$ cat src/rtl/mul_hilo.sv
// Iterative 32x32 unsigned multiplier with HI/LO result registers.
// One shift-add step per clock; HI/LO are written one cycle after the last step.
//
// state | meaning
// IDLE  | waiting for a MULTU command; HI/LO stable
// MUL   | 32 shift-add iterations in progress
// WB    | product complete; HI/LO written and done raised on the next edge
module mul_hilo #(
    parameter logic [5:0] MULTU = 6'b011001,
    parameter logic [5:0] MFHI  = 6'b010000,
    parameter logic [5:0] MFLO  = 6'b010010
) (
    input  logic        clk,
    input  logic        reset,
    input  logic [31:0] dataA,
    input  logic [31:0] dataB,
    input  logic [5:0]  Signal,
    input  logic        valid,
    output logic        busy,
    output logic        done,
    output logic [31:0] dataOut
);

    typedef enum logic [1:0] {
        IDLE = 2'd0,
        MUL  = 2'd1,
        WB   = 2'd2
    } state_t;

    state_t      r_state;
    state_t      w_state_nxt;
    logic [63:0] r_prod;
    logic [31:0] r_mcand;
    logic [31:0] r_hi;
    logic [31:0] r_lo;
    logic [4:0]  r_cnt;
    logic        r_done;
    logic        w_start;
    logic [32:0] w_sum;

    assign w_start = valid && (Signal == MULTU);

    // Carry out of the upper-half add becomes the new product MSB on the shift.
    assign w_sum = r_prod[0] ? ({1'b0, r_prod[63:32]} + {1'b0, r_mcand})
                             : {1'b0, r_prod[63:32]};

    always_ff @(posedge clk or negedge reset) begin
        if (!reset) begin
            r_state <= IDLE;
        end else begin
            r_state <= w_state_nxt;
        end
    end

    always_comb begin
        w_state_nxt = r_state;
        case (r_state)
            IDLE:    if (w_start) w_state_nxt = MUL;
            MUL:     if (r_cnt == 5'd31) w_state_nxt = WB;
            WB:      w_state_nxt = IDLE;
            default: w_state_nxt = IDLE;
        endcase
    end

    always_ff @(posedge clk or negedge reset) begin
        if (!reset) begin
            r_prod  <= 64'd0;
            r_mcand <= 32'd0;
            r_hi    <= 32'd0;
            r_lo    <= 32'd0;
            r_cnt   <= 5'd0;
            r_done  <= 1'b0;
        end else begin
            r_done <= 1'b0;
            case (r_state)
                IDLE: begin
                    if (w_start) begin
                        r_mcand <= dataA;
                        r_prod  <= {32'd0, dataB};
                        r_cnt   <= 5'd0;
                    end
                end
                MUL: begin
                    r_prod <= {w_sum, r_prod[31:1]};
                    r_cnt  <= r_cnt + 5'd1;
                end
                WB: begin
                    r_hi   <= r_prod[63:32];
                    r_lo   <= r_prod[31:0];
                    r_done <= 1'b1;
                end
                default: ;
            endcase
        end
    end

    assign busy = (r_state != IDLE);
    assign done = r_done;

    always_comb begin
        dataOut = 32'd0;
        if (Signal == MFHI) begin
            dataOut = r_hi;
        end else if (Signal == MFLO) begin
            dataOut = r_lo;
        end
    end

endmodule

$ cat config.mk
export PLATFORM = sky130hd
export DESIGN_NAME = mul_hilo
export DESIGN_NICKNAME = d
export VERILOG_FILES = /design/src/rtl/mul_hilo.sv
export SDC_FILE = /design/constraint.sdc
export NUM_CORES = 1
export LEC_CHECK = 0
export BUFFER_PORTS_ARGS = -buffer_cell sky130_fd_sc_hd__buf_4
export CORE_AREA = 2 2 122 147
export CTS_BUF_LIST = sky130_fd_sc_hd__clkbuf_16
export CTS_CLUSTER_DIAMETER = 50
export DETAILED_ROUTE_END_ITERATION = 12
export DIE_AREA = 0 0 124 149
export PLACE_DENSITY = 0.76
export SLEW_MARGIN = 20
export SYNTH_ARGS = -nofsm -noshare
export SYNTH_HDL_FRONTEND = slang
export SYNTH_SLANG_ARGS = --single-unit
$ cat constraint.sdc
create_clock -name clk -period 2.63 [get_ports clk]
set_clock_uncertainty 0.15 [all_clocks]
set_input_delay 0.3945 -clock clk [delete_from_list [all_inputs] [get_ports clk]]
set_output_delay 0.3945 -clock clk [all_outputs]
set_load 0.03 [all_outputs]
== Word-level counts from Yosys, hierarchy flattened ==
Cells that the tools add are included.
Word-level totals
  flip-flop bits (word level): 168
  bits in latches: 0
  memory bits (writable): 0
  bits in read-only memories: 0
  input port bits: 73
  output and inout port bits: 34
  word-level logic and storage cells: 35
  memories kept: 0
Cells by class
  add/subtract/negate cells: 2
  $mul: 0
  divide/modulo/power cells: 0
  order comparisons: 0
  equality and inequality tests: 8
  shift operators: 0
  mux-type cells: 11
  bitwise logic cells: 0
  reductions and logical operators: 7
Operators with widths (count)
  64-bit case mux with 2 select lines: 1
  32-bit two-way mux: 2
  64-bit two-way mux: 1
  32-bit by 32-bit adder with 33-bit output: 1
  33-bit two-way mux: 1
  6-bit by 5-bit equality test with 1-bit output, second input constant: 3
  5-bit case mux with 2 select lines: 1
  2-bit AND reduction: 3
  5-bit by 1-bit adder with 5-bit output, second input constant: 1
  5-bit equality test, second input constant: 1
  5-bit two-way mux: 1
  2-bit two-way mux: 2
  2-bit != test, second input constant: 2
  2-bit case mux with 2 select lines: 1
  2-bit nonzero test: 2
  2-bit by 1-bit equality test with 1-bit output, second input constant: 1
  2-bit equality test, second input constant: 1
  2-bit zero test: 1
  1-bit logical AND: 1
  1-bit two-way mux: 1

== Logic depth before layout (Yosys ltp) ==
Gate-level depths: netlist (run 1).
  word-level depth: 4
  depth in mapped cells: 10
  depth with buffers taken out: 10

== Worst setup path before layout (run 1) ==
OpenSTA, ideal clock, no wires.
  path kind: register to register
  start: register r_prod[32]
  end: register r_prod[63]
  arrival time: 2.497 ns
  data required time: 2.354 ns
  setup slack: -0.143 ns
  cell stages (with the launch flop): 10
  path buffers: 0
  cell sequence: dfrtp_1 -> ha_1 -> fa_1 -> a21oi_1 -> o211ai_2 -> a31oi_1 -> a211oi_2 -> a311oi_1 -> o21ai_1 -> a221o_1
Between the ends
  cells in the longest elaborated chain, start to end: 3
Ends and longest elaborated chain
  start: declaration: RTL line 32  | logic [63:0] r_prod;
  start signal: assignment: RTL line 79  | r_prod <= {32'd0, dataB};
  start signal: assignment: RTL line 84  | r_prod <= {w_sum, r_prod[31:1]};
  32-bit by 32-bit adder with 33-bit output: RTL line 44  | assign w_sum = r_prod[0] ? ({1'b0, r_prod[63:32]} + {1'b0, r_mcand})
  33-bit two-way mux: RTL line 44
  64-bit case mux with 2 select lines: RTL line 75  | case (r_state)
Every way passes these cells.
A chain may end at the register's enable or synchronous reset.

== Worst setup path in the final report (run 1) ==
  start: register r_prod[32]
  end: register r_prod[55]
Same word-level chain as after synthesis.

==> impl_results.md, run 1 <==
- Cts bufs inserted: 17
- Area delta synth->final: 25.32%
- Floorplan core area: 17240 um2
- First-pass iteration count of the detailed router: 7
- Critical path endpoint category: register
- Violated checks: setup timing
- Number of flops mapped to enable cells by yosys: 0
- Critical Path Fanout Max: 3
- Least setup slack across all paths after layout: -0.04965 ns
- Clock latency reported for the late side of the worst-skew pair: 0.44 ns
- Critical-path cell with the highest stage delay: sky130_fd_sc_hd__dfrtp_1
- DR iter-0 viols: 428
- Number of buffers between clock root and the deepest sink: 2
- Fraction of the cycle the final worst path needs: 1.019
- Y dimension of the die: 149 um
- Master cell of the clock root buffer: sky130_fd_sc_hd__clkbuf_16
- Path type of the worst setup path: reg -> reg
- Clock-pin slew on the worst setup and hold paths: 0.07 ns
- Async S/R FF share, synth: 1.000
- CTS H-tree depth: 4
- Diode count: 0
- Cell breakdown of the critical path: ha_2, fa_2, a21oi_4, o211ai_4, a31oi_2, a211oi_2, a311oi_2, buf_4, xor2_2, o21ai_1
- Cell-internal power: 6.087 mW
- Yosys Warn Count: 0
- Kind of start point of the critical path: register
- Die area: 18480 um2
- Overall power of the completed layout: 9.233 mW
- Detail-routed via count per cell: 5.682
- Number of core rows: 53
- Effective utilization at floorplan: 0.5152
- Cell taking the most area after synthesis: sky130_fd_sc_hd__dfrtp_1
- Relative contribution of combinational cells to total power: 0.336
- Post-route DRC: 0
- Routed via count: 6807
- Max-slew violation count: 0
- Vias in the first global route: 6866
- Yosys cell types: 58
- Number of synthesized register bits: 168
- Leak Pwr: 5.575 nW
- Flop pwr share: 0.382
- Antenna violations before repair: 0
- Total congestion overflow after global routing: 0
- Post-synthesis cell area: 8884 um2
- Kind of path behind the tightest hold check: in -> reg
- Max Cap Violations: 0
- Fmax: 0.3732 GHz
- Leading post-synthesis cells by cell area: sky130_fd_sc_hd__dfrtp_1, sky130_fd_sc_hd__mux2_2, sky130_fd_sc_hd__mux2i_1
- Total net switching power: 3.146 mW
- DP HPWL: 14410 um
- Pin slew with the least headroom to its limit: 0.7241 ns
- Max-Slew Margin vs Limit: 0.5161
- Largest stage delay on the critical path: 0.39 ns
- Proportion of synthesized chip area in sequential cells: 0.4732
- I/O pin count: 107
- CTS Sinks: 168
- Post-DRT Antenna Nets: 0
- Power density over the cells: 829.4 nW/um2
- Synth Net Count: 931
- Final count of hold timing violations: 0
- Die outline width: 124 um
- Data required time at the worst endpoint: 2.76 ns
- Unrepaired setup endpoints after global routing: true
- Top_reg_cell synth: sky130_fd_sc_hd__dfrtp_1
- Post-synthesis area per instance: 10.79 um2
- IO buf count: 106
- Clock group share of total power: 0.282
- Pin count of the biggest net entering global routing: 69
- Summed negative setup slack over all endpoints: -0.1173 ns
- Run status: finished, violations left
- TritonCTS clock tree: built
- Fraction of power spent switching nets: 0.3407
- Share of cells above drive strength 1: 0.3466
- Final Critical Period: 2.680 ns
- Post-place instance area: 10300 um2
- Post-synth top area share: 0.4732
- Number of nets in the layout: 1074
- Average routed wire per standard cell: 17.63 um
- GPL Wtd Cong: 0.9152
- Global-route wire length before repair: 34060 um
- Largest vdd supply drop: 0.5065 mV
- GRT Overall Usage: 0.2361
- Syn Inst Count: 823
- Routed WL: 21130 um
- Arrival time at the worst endpoint: 2.81 ns
- Setup violation total in the final timing report: 3
- Total non-filler cell area in the finished layout: 11130 um2
## synth_stat cells (3+ instances only)
master / n
sky130_fd_sc_hd__nand3_1: 6
sky130_fd_sc_hd__xnor2_1: 13
sky130_fd_sc_hd__nor2b_1: 4
sky130_fd_sc_hd__mux2_2: 96
sky130_fd_sc_hd__clkbuf_1: 41
sky130_fd_sc_hd__dfrtp_1: 168
sky130_fd_sc_hd__a22o_1: 3
sky130_fd_sc_hd__o21bai_1: 5
sky130_fd_sc_hd__a31oi_1: 4
sky130_fd_sc_hd__nand4_1: 6
sky130_fd_sc_hd__o21ai_1: 12
sky130_fd_sc_hd__nand2_1: 69
sky130_fd_sc_hd__buf_2: 5
sky130_fd_sc_hd__xor2_1: 15
sky130_fd_sc_hd__nor3_1: 4
sky130_fd_sc_hd__or3_1: 4
sky130_fd_sc_hd__nor2_1: 58
sky130_fd_sc_hd__a21oi_1: 39
sky130_fd_sc_hd__inv_1: 10
sky130_fd_sc_hd__or2_2: 3
sky130_fd_sc_hd__a21o_1: 14
sky130_fd_sc_hd__nand2b_1: 7
sky130_fd_sc_hd__o21ai_0: 71
sky130_fd_sc_hd__mux2i_1: 71
sky130_fd_sc_hd__buf_1: 5
sky130_fd_sc_hd__ha_1: 34
sky130_fd_sc_hd__a22oi_1: 19
## state kept, by name (all words and copies together) (netlist names)
register and flops:
r_prod 64, r_hi 32, r_lo 32, r_mcand 32, r_cnt 5, r_state 2, done 1
## power by group through the flow
| stage | logic, mW | clock network [mW] | registers (mW) |
|---|---|---|---|
| after floorplan | 1.87 | 0 | 3.42 |
| after global placement | 2.84 | 0 | 3.52 |
| after detailed placement | 2.89 | 0 | 3.54 |
| after CTS | 2.98 | 2.61 | 3.50 |
| after global routing | 3.45 | 2.73 | 3.58 |
| final | 3.11 | 2.60 | 3.52 |
## logic make-up (layout without fill, tap and decap cells)
| group | count (synthesis) | in the layout | synth area share |
|---|---|---|---|
| AOI/OAI and AO/OA | 193 | 193 | 0.1341 |
| xor gates and xnor gates | 28 | 28 | 0.02761 |
| DFF | 168 | 168 | 0.4732 |
| buffers and inverters | 61 | 216 | 0.02648 |
| muxes | 168 | 168 | 0.2030 |
| adders and majority gates | 35 | 35 | 0.05014 |
| and+or+nand+nor | 170 | 170 | 0.08550 |
## cells in the final DEF, fill, tap and decap left out, types with 3 or more instances in the layout
cell	n
sky130_fd_sc_hd__or3_1	3
sky130_fd_sc_hd__clkinvlp_4	4
sky130_fd_sc_hd__nand2_1	68
sky130_fd_sc_hd__a21o_1	14
sky130_fd_sc_hd__buf_4	169
sky130_fd_sc_hd__clkbuf_16	17
sky130_fd_sc_hd__ha_1	29
sky130_fd_sc_hd__mux2_2	96
sky130_fd_sc_hd__nand4_1	6
sky130_fd_sc_hd__nor2_1	58
sky130_fd_sc_hd__a22oi_1	19
sky130_fd_sc_hd__a21oi_1	34
sky130_fd_sc_hd__o21bai_1	4
sky130_fd_sc_hd__a22o_1	3
sky130_fd_sc_hd__ha_4	3
sky130_fd_sc_hd__o21ai_1	13
sky130_fd_sc_hd__o21ai_0	68
sky130_fd_sc_hd__xnor2_1	13
sky130_fd_sc_hd__xor2_1	14
sky130_fd_sc_hd__a21oi_2	4
sky130_fd_sc_hd__bufinv_16	4
sky130_fd_sc_hd__inv_1	12
sky130_fd_sc_hd__buf_12	4
sky130_fd_sc_hd__nand3_1	6
sky130_fd_sc_hd__dfrtp_1	168
sky130_fd_sc_hd__nand2b_1	6
sky130_fd_sc_hd__nor2b_1	3
sky130_fd_sc_hd__nor3_1	3
sky130_fd_sc_hd__mux2i_1	71
## final cells by class
type,count,area (um2)
clock buffers,17,425.4
clock inverters,14,183.9
fillers,1324,6108
inverters,10,37.54
multi-input cells,594,4637
flip-flops and latches,168,4204
well taps,220,275.3
repair buffers,175,1370
## routing by layer
layer  up-vias  part of all wire  track usage
met3        30             0.041      0.04281
met1      3387              0.47       0.3343
met2       147              0.47       0.3728
met5         -                 0            0
met4         0             0.015      0.06854
li1       3243                 -            -
## stage by stage
stage                       util  setup slack, ns  hold slack [ns]  instances
final                     0.6457         -0.04965          0.03397       1198
after global routing      0.6457          -0.1636          0.02679       1198
after CTS                 0.6378        -0.002403          0.03542       1192
after detailed placement  0.5975          -0.1286           0.3037       1159
after global placement    0.5975         -0.05853           0.2975       1159
after floorplan                -          0.01297         -0.05109        823
## what timing repair did
| action | 4_1_cts | 5_1_grt |
|---|---|---|
| gates resized for setup | 10 | 20 |
| endpoints found under the hold margin | 63 | 0 |
| setup buffers | 1 | 6 |
| pin swaps | 6 | 11 |
| hold buffers | 1 | 0 |
| endpoints found under the setup margin | 8 | 16 |
## critical path, delay by kind of cell, from the launching register on
family	cells	cell delay, ns
adders and majority gates	2	0.58
buffers and inverters	1	0.19
xor gates and xnor gates	1	0.14
AOI/OAI and AO/OA	6	1.07
DFF	1	0.39
## final timing paths
| path | from | to | slack [ns] | cells after the start |
|---|---|---|---|---|
| min in group asynchronous | reset | r_mcand[6]$_DFFE_PN0P_ | 0.36 | 2 |
| max in group asynchronous | reset | r_lo[13]$_DFFE_PN0P_ | 1.25 | 3 |
| hold / removal | dataA[5] | r_mcand[5]$_DFFE_PN0P_ | 0.03 | 2 |
| hold reg to reg | r_lo[31]$_DFFE_PN0P_ | r_lo[31]$_DFFE_PN0P_ | 0.36 | 1 |
| setup reg to reg | r_prod[32]$_DFFE_PN0P_ | r_prod[55]$_DFFE_PN0P_ | -0.05 | 10 |
| setup / recovery | r_prod[32]$_DFFE_PN0P_ | r_prod[55]$_DFFE_PN0P_ | -0.05 | 10 |
(Power assumes the default switching activity.)
==> run 2, diff against run 1 <==
- CORE_AREA: 2 2 122 147 -> 2 2 125 152
- DIE_AREA: 0 0 124 149 -> 0 0 127 154
- PLACE_DENSITY: 0.76 -> 0.72
==> run 2 against run 1 <==
The flow now finishes without violations. Flip-flop and latch count unchanged. Sequential power about the same. Core utilization down 2.5 points. Register-to-register slack better by 0.099 ns. Fmax up 3.8%. Global-route usage down 1.7 points. Cell count up 0.92%. First-iteration DRC count down 7.5%.
==> impl_results.md, run 2 (synthesis results as in run 1) <==
- Overall power of the completed layout: 9.143 mW (-0.98%)
- Commonest non-fill, non-tap cell in the layout: sky130_fd_sc_hd__buf_4
- Fraction of the cycle the final worst path needs: 0.9813 (-0.03760)
- Run status: finished, final reports clean
- Antenna violations before repair: 0 (unchanged)
- Unrepaired setup endpoints after global routing: true
- Vias in the first global route: 6785 (-1.2%)
- Number of nets in the layout: 1080 (+0.56%)
- Final Critical Period: 2.581 ns (-0.09889 ns)
- Non-filler instance count after layout: 1209 (+0.92%)
- Pin slew with the least headroom to its limit: 0.6804 ns (-0.04375 ns)
- Floorplan core area: 17970 um2 (+4.2%)
- Number of fill cells: 1437 (+8.5%)
- Post-DRT Antenna Nets: 0 (unchanged)
- Final count of hold timing violations: 0 (unchanged)
- Average routed wire per standard cell: 17.14 um (-2.8%)
- Die outline width: 127 um (+2.4%)
- Kind of path behind the tightest hold check: in -> reg
- Global-route wire length before repair: 34280 um (+0.65%)
- Total congestion overflow after global routing: 0 (unchanged)
- Data required time at the worst endpoint: 2.76 ns (about the same)
- CTS Sinks: 168 (unchanged)
- Number of core rows: 54 (+1.9%)
- Path type of the worst setup path: reg -> reg
- Highest routed layer: met4
- Number of placed instances with taps included: 1173 (+1.2%)
- Clock latency reported for the late side of the worst-skew pair: 0.43 ns (about the same)
- Pre-CTS WS: -0.1201 ns (+0.008505 ns)
- Diode count: 0 (unchanged)
- Multi-input gate area in the final layout: 4647 um2 (+0.22%)
- Amount of wire on met3 after detailed routing: 698 um (-20%)
- Detail-routed via count per cell: 5.577 (-1.9%)
- DR iter-0 viols: 396 (-7.5%)
- Hold Crit Start: dataA[26]
- Biggest register: r_prod
- Total non-filler cell area in the finished layout: 11150 um2 (+0.17%)
- Critical Path Fanout Max: 2 (-1)
- Startpoint of the worst setup timing path: r_prod[32]$_DFFE_PN0P_
- CTS H-tree depth: 4 (unchanged)
- First-pass iteration count of the detailed router: 4 (-3)
- Post-route DRC: 0 (unchanged)
- Share of cells above drive strength 1: 0.3523 (+0.005658)
- Power density over the cells: 819.9 nW/um2 (-1.1%)
- Min Hold Slack: 0.04245 ns (+0.008477 ns)
- Y dimension of the die: 154 um (+3.4%)
- Max Cap Violations: 0 (unchanged)
- Master cell of the clock root buffer: sky130_fd_sc_hd__clkbuf_16
- GRT Overall Usage: 0.2187 (-0.01743)
- Largest vdd supply drop: 0.4962 mV (-2.0%)
- Max-Slew Margin vs Limit: 0.5453 (+0.02924)
- GPL Wtd Cong: 0.9116 (-0.39%)
- Leak Pwr: 5.583 nW (+0.16%)
- Critical path endpoint category: register
- Effective utilization at floorplan: 0.4943 (-0.02095)
- TritonCTS clock tree: built
- Arrival time at the worst endpoint: 2.71 ns (-0.10 ns)
- Number of buffers between clock root and the deepest sink: 2 (unchanged)
- Post-place instance area: 10370 um2 (+0.66%)
- DP HPWL: 14820 um (+2.8%)
- Setup violation total in the final timing report: 0 (-3)
- Clock-pin slew on the worst setup and hold paths: 0.07 ns (about the same)
- Met1 routed wirelength after detailed routing: 10050 um (+1.1%)
- Routed via count: 6742 (-0.95%)
- Fmax: 0.3875 GHz (+3.8%)
- Highest-count cells in the layout ignoring fill and taps: sky130_fd_sc_hd__buf_4, sky130_fd_sc_hd__dfrtp_1, sky130_fd_sc_hd__mux2_2
- Kind of start point of the critical path: register
- Met2 Routed Length: 9666 um (-3.3%)
- Crit Reg-Reg Startpoint: r_prod[32]$_DFFE_PN0P_
- Cts bufs inserted: 17 (unchanged)
- Area delta synth->final: 25.53%
- Die area: 19560 um2 (+5.9%)
- Sequential cell area: 4204 um2 (unchanged)
- Number of flip-flops in the largest register: 64 (unchanged)
- Max-slew violation count: 0 (unchanged)
- Pin count of the biggest net entering global routing: 57 (-17%)
- Routed WL: 20720 um (-1.9%)
- IO buf count: 106 (unchanged)
- Least setup slack across all paths after layout: 0.04924 ns (+0.09889 ns)
- I/O pin count: 107 (unchanged)
==> run 2: changes by cell type in the layout (fill, tap and decap cells not counted), moves of 2 or more <==
cell | before | now
sky130_fd_sc_hd__clkinvlp_4 | 4 | 7
sky130_fd_sc_hd__buf_4 | 169 | 175
sky130_fd_sc_hd__inv_1 | 12 | 10
sky130_fd_sc_hd__bufinv_16 | 4 | 2
sky130_fd_sc_hd__inv_6 | 1 | 3
==> run 2: final cells by class <==
cell class,count,share of cell area
clock buffers,17,0.03815
inverters,10,0.003366
well taps,224,0.02513
multi-input cells,594,0.4167
clock inverters,15,0.01358
repair buffers,181,0.1261
flip-flops and latches,168,0.3770
==> run 2: repair_timing <==
| item | in CTS | in global routing |
|---|---|---|
| setup endpoints to repair | 8 | 16 |
| gates resized for setup | 7 | 25 |
| hold buffers | 1 | 0 |
| pin swaps | 6 | 12 |
| cloned | 0 | 0 |
| hold endpoints to repair | 47 | 0 |
| buffers inserted | 0 | 3 |
==> run 2: routing by layer <==
layer  vias up  global-route usage
li1       3256                   -
met1      3327              0.3126
met2       136              0.3420
met3        23             0.03793
met4         0             0.06750
met5         -                   0
==> run 2: final timing paths <==
| check | to | slack [ns] | depth (start not counted) |
|---|---|---|---|
| setup reg to reg | r_prod[55]$_DFFE_PN0P_ | 0.05 | 10 |
| hold / removal | r_mcand[26]$_DFFE_PN0P_ | 0.04 | 2 |
| max in group asynchronous | r_prod[41]$_DFFE_PN0P_ | 1.26 | 3 |
| min in group asynchronous | r_mcand[6]$_DFFE_PN0P_ | 0.34 | 2 |
| setup / recovery | r_prod[55]$_DFFE_PN0P_ | 0.05 | 10 |
| hold reg to reg | r_lo[29]$_DFFE_PN0P_ | 0.36 | 1 |
==> run 2: metrics by stage <==
stage / TNS [ns] / utilization
final: 0 / 0.6205
after CTS: -0.008266 / 0.6117
after global placement: -0.06314 / 0.5769
after global routing: -0.2945 / 0.6205
after floorplan: 0 / -
after detailed placement: -0.3295 / 0.5769
==> run 2: power breakdown <==
part,internal (mW),total (mW),switching (mW)
combinational,1.49,3.15,1.66
sequential,3.08,3.53,0.451
clock,1.40,2.47,1.07
==> run 2: worst max-delay path: stages, from the launching register on <==
cell and delay (ns):
sky130_fd_sc_hd__dfrtp_1 0.38, sky130_fd_sc_hd__ha_2 0.20, sky130_fd_sc_hd__fa_2 0.35, sky130_fd_sc_hd__a21oi_2 0.17, sky130_fd_sc_hd__o211ai_2 0.12, sky130_fd_sc_hd__a31oi_2 0.22
sky130_fd_sc_hd__a211oi_2 0.13, sky130_fd_sc_hd__a311oi_2 0.33, sky130_fd_sc_hd__buf_4 0.17, sky130_fd_sc_hd__xor2_1 0.15, sky130_fd_sc_hd__o21ai_1 0.07
==> run 3, diff against run 2 <==
- ABC_AREA: not set -> 1
- CORE_AREA: 2 2 125 152 -> 2 2 130 157
- DIE_AREA: 0 0 127 154 -> 0 0 132 159
==> run 3 against run 2 <==
Largest power group unchanged. Die area grew 7.3%. Non-clock buffer count is 59 lower. Combinational power down 18%. Cell area rose by 0.88%. Critical path type unchanged. Largest cell class unchanged. Core utilization shrank 4.1 points. Sequential share of layout area fell by 0.33 points. Highest routed layer unchanged.
==> impl_results.md, run 3 <==
- Clock-pin slew on the worst setup and hold paths: 0.07 ns (about the same)
- Fmax: 0.4413 GHz (+14%)
- Synth Net Count: 1390 (+49%)
- Number of core rows: 56 (+3.7%)
- Routed WL: 23650 um (+14%)
- Cell-internal power: 5.326 mW (-11%)
- Fraction of the cycle the final worst path needs: 0.8616 (-0.1197)
- DR iter-0 viols: 603 (+52%)
- Area delta synth->final: 17.09%
- Diode count: 0 (unchanged)
- Crit Reg-Reg Endpoint: r_prod[59]$_DFFE_PN0P_
- Pin slew with the least headroom to its limit: 0.8284 ns (+0.1480 ns)
- Number of buffers between clock root and the deepest sink: 2 (unchanged)
- Data required time at the worst endpoint: 2.80 ns (+0.04 ns)
- Synth Area in Simple Gates: 0.2216 (+0.1362)
- Number of fill cells: 1787 (+24%)
- Clock group share of total power: 0.284 (+0.014)
- Total congestion overflow after global routing: 0 (unchanged)
- Commonest non-fill, non-tap cell in the layout: sky130_fd_sc_hd__nand2_1
- Vias in the first global route: 7902 (+16%)
- Worst r2r path cells: 12 (+2)
- CTS H-tree depth: 4 (unchanged)
- Number of synthesized register bits: 168 (unchanged)
- GPL Wtd Cong: 0.9257 (+1.5%)
- Kind of path behind the tightest hold check: in -> reg
- Routed via count: 8395 (+25%)
- Path type of the worst setup path: reg -> reg
- Register-to-register setup slack: 0.36 ns (+0.31 ns)
- DP HPWL: 17250 um (+16%)
- Commonest cells post-synth: sky130_fd_sc_hd__nand2_1, sky130_fd_sc_hd__inv_1, sky130_fd_sc_hd__dfrtp_1, sky130_fd_sc_hd__o21ai_0, sky130_fd_sc_hd__nor2_1
- Top_reg_cell synth: sky130_fd_sc_hd__dfrtp_1
- Startpoint of the worst setup timing path: r_prod[32]$_DFFE_PN0P_
- Count of buffers added by post-CTS timing repair for setup: 0 (unchanged)
- Max-Slew Margin vs Limit: 0.4470 (-0.09838)
- Final count of hold timing violations: 0 (unchanged)
- Proportion of synthesized chip area in sequential cells: 0.4376 (-0.03568)
- Antenna violations before repair: 0 (unchanged)
- First-pass iteration count of the detailed router: 6 (+2)
- Relative contribution of combinational cells to total power: 0.303 (-0.041)
- Post-synthesis cell area: 9608 um2 (+8.2%)
- Summed negative setup slack over all endpoints: 0 ns (unchanged)
- Leak Pwr: 6.098 nW (+9.2%)
- Global-route wire length before repair: 39630 um (+16%)
- Number of flip-flops in the largest register: 64 (unchanged)
- Least setup slack across all paths after layout: 0.3640 ns (+0.3148 ns)
- I/O pin count: 107 (unchanged)
- Min-Delay Path Depth: 2 (unchanged)
- CTS Sinks: 168 (unchanged)
- Cell taking the most area after synthesis: sky130_fd_sc_hd__dfrtp_1
- Max-slew violation count: 0 (unchanged)
- Post-synth top area share: 0.4376 (-0.03568)
- Die area: 20990 um2 (+7.3%)
- Share of cells above drive strength 1: 0.1401 (-0.2122)
- Highest-count cells in the layout ignoring fill and taps: sky130_fd_sc_hd__nand2_1, sky130_fd_sc_hd__inv_1, sky130_fd_sc_hd__dfrtp_1
- Die outline width: 132 um (+3.9%)
- Post-cts resize count: 0 (-7)
- Arrival time at the worst endpoint: 2.43 ns (-0.28 ns)
- Biggest register: r_prod
- Yosys Warn Count: 0 (unchanged)
- Leading post-synthesis cells by cell area: sky130_fd_sc_hd__dfrtp_1, sky130_fd_sc_hd__nand2_1, sky130_fd_sc_hd__inv_1
- Detail-routed via count per cell: 5.100 (-8.5%)
- Largest family of logic cells by synthesized area: simple AND/OR/NAND/NOR gates
- Number of nets in the layout: 1481 (+37%)
- Total net switching power: 3.223 mW (+1.2%)
- Async S/R FF share, synth: 1.000 (unchanged)
- Portion of netlist area occupied by mux cells: 0.03750 (-0.1655)
- Min Hold Slack: 0.03555 ns (-0.006903 ns)
- Critical Path Fanout Max: 4 (+2)
- TritonCTS clock tree: built
- Largest vdd supply drop: 0.4647 mV (-6.3%)
- Flop pwr share: 0.413 (+0.027)
- Fraction of power spent switching nets: 0.3770 (+0.02877)
- Run status: finished, final reports clean
- Y dimension of the die: 159 um (+3.2%)
- Setup violation total in the final timing report: 0 (unchanged)
- Cts bufs inserted: 17 (unchanged)
- Post-route DRC: 0 (unchanged)
- Unrepaired setup endpoints after global routing: false
- Number of flops mapped to enable cells by yosys: 0 (unchanged)
- Floorplan core area: 19410 um2 (+8.0%)
- Clock latency reported for the late side of the worst-skew pair: 0.43 ns (about the same)
- Syn Inst Count: 1282 (+56%)
- Post-DRT Antenna Nets: 0 (unchanged)
- Average routed wire per standard cell: 14.37 um (-16%)
- Crit Reg-Reg Startpoint: r_prod[32]$_DFFE_PN0P_
- Overall power of the completed layout: 8.549 mW (-6.5%)
- Hold Crit Start: dataA[24]
- Pin count of the biggest net entering global routing: 77 (+35%)
- Effective utilization at floorplan: 0.4950 (+0.0007448)
- Master cell of the clock root buffer: sky130_fd_sc_hd__clkbuf_16
- GRT Overall Usage: 0.2328 (+0.01409)
- Pre-CTS WS: 0.3565 ns (+0.4765 ns)
- Fin util: 0.5796 (-0.04089)
- Yosys cell types: 33 (-43%)
- IO buf count: 106 (unchanged)
- Power density over the cells: 760.0 nW/um2 (-7.3%)
- Synth Area in Adders: 0.04636 (-0.003781)
- Xor and xnor area share after synthesis: 0.01276 (-0.01484)
- Final Critical Period: 2.266 ns (-0.3148 ns)
- Area fraction in compound gates after synthesis: 0.1292 (-0.004901)
- Most frequent cell after synthesis: sky130_fd_sc_hd__nand2_1
- Kind of start point of the critical path: register
- Destination of the critical timing path: r_prod[59]$_DFFE_PN0P_
- Critical path endpoint category: register
- Post-synthesis area per instance: 7.495 um2 (-31%)
- Max Cap Violations: 0 (unchanged)
-- run 3: cell count changes after synthesis, moves of 13 or more --
| cell | before | now |
|---|---|---|
| sky130_fd_sc_hd__nor2_1 | 58 | 83 |
| sky130_fd_sc_hd__nand3_1 | 6 | 46 |
| sky130_fd_sc_hd__mux2_2 | 96 | 32 |
| sky130_fd_sc_hd__a22oi_1 | 19 | 0 |
| sky130_fd_sc_hd__nor3_1 | 4 | 23 |
| sky130_fd_sc_hd__xnor2_1 | 13 | 0 |
| sky130_fd_sc_hd__inv_1 | 10 | 231 |
| sky130_fd_sc_hd__o22ai_1 | 1 | 37 |
| sky130_fd_sc_hd__a221oi_1 | 1 | 18 |
| sky130_fd_sc_hd__mux2i_1 | 71 | 0 |
| sky130_fd_sc_hd__a21o_1 | 14 | 1 |
| sky130_fd_sc_hd__nand2_1 | 69 | 368 |
| sky130_fd_sc_hd__o21ai_0 | 71 | 106 |
-- run 3: timing repair --
action                                  4_1_cts  5_1_grt
hold endpoints to repair                     45        0
endpoints found under the setup margin        0        0
hold buffers                                  1        0
-- run 3: per-layer routing --
metal	share of wire	vias to the layer above	wire length (um)	GRT usage
met2	0.47	253	11070	0.3755
met3	0.053	27	1244	0.03534
met5	0	-	0	0
met1	0.47	3883	11030	0.3276
met4	0.013	0	304	0.06571
li1	-	4232	-	-
-- run 3: how the worst min path moves through the flow --
stage / end / slack, ns
2_1_floorplan: done$_DFF_PN0_ / -0.05
3_3_place_gp: r_prod[41]$_DFFE_PN0P_ / 0.22
3_5_place_dp: r_prod[41]$_DFFE_PN0P_ / 0.22
4_1_cts: r_mcand[3]$_DFFE_PN0P_ / 0.03
5_1_grt: r_mcand[3]$_DFFE_PN0P_ / 0.03
6_report: r_mcand[24]$_DFFE_PN0P_ / 0.04
-- run 3: stage by stage --
| step | cell area, um2 | std cells |
|---|---|---|
| 2_1_floorplan | 9608 | 1282 |
| 3_3_place_gp | 10670 | 1614 |
| 3_5_place_dp | 10670 | 1614 |
| 4_1_cts | 11250 | 1646 |
| 5_1_grt | 11250 | 1646 |
| 6_report | 11250 | 1646 |
-- run 3: power by group through the flow --
stage / logic, mW / clock network (mW) / registers [mW]
finish: 2.59 / 2.43 / 3.53
global route: 2.97 / 2.58 / 3.60
CTS: 2.59 / 2.48 / 3.52
detailed placement: 2.57 / 0 / 3.56
global placement: 2.53 / 0 / 3.54
floorplan: 1.93 / 0 / 3.37
-- run 3: layout make-up --
class	count	area, um2	area share
multi-input combinational	829	4307	0.3828
sequential	168	4204	0.3737
timing repair buffer	122	959.7	0.08531
inverter	235	882.1	0.07841
clock buffer	17	425.4	0.03782
tap	261	326.6	0.02903
clock inverter	14	145.1	0.01290
-- run 3: critical path, cell delays in order (launching register included) --
cell and delay [ns]:
sky130_fd_sc_hd__dfrtp_1 0.40, sky130_fd_sc_hd__ha_1 0.26, sky130_fd_sc_hd__fa_1 0.45, sky130_fd_sc_hd__nand3_1 0.11
sky130_fd_sc_hd__nand3_1 0.12, sky130_fd_sc_hd__nand3_1 0.09, sky130_fd_sc_hd__nand3_1 0.14, sky130_fd_sc_hd__nand2_1 0.14
sky130_fd_sc_hd__nand2_1 0.06, sky130_fd_sc_hd__nand2_1 0.06, sky130_fd_sc_hd__nand3_1 0.06, sky130_fd_sc_hd__nand2_1 0.08
sky130_fd_sc_hd__nand2_1 0.04
-- run 3: kinds of logic after synthesis --
| kind of cell | count (synthesis) |
|---|---|
| AO/OA/AOI/OAI | 216 |
| XOR/XNOR | 14 |
| adder cells (fa/ha/maj) | 35 |
| buffers and inverters | 285 |
| flip-flops | 168 |
| multiplexers | 32 |
| AND/OR/NAND/NOR | 532 |
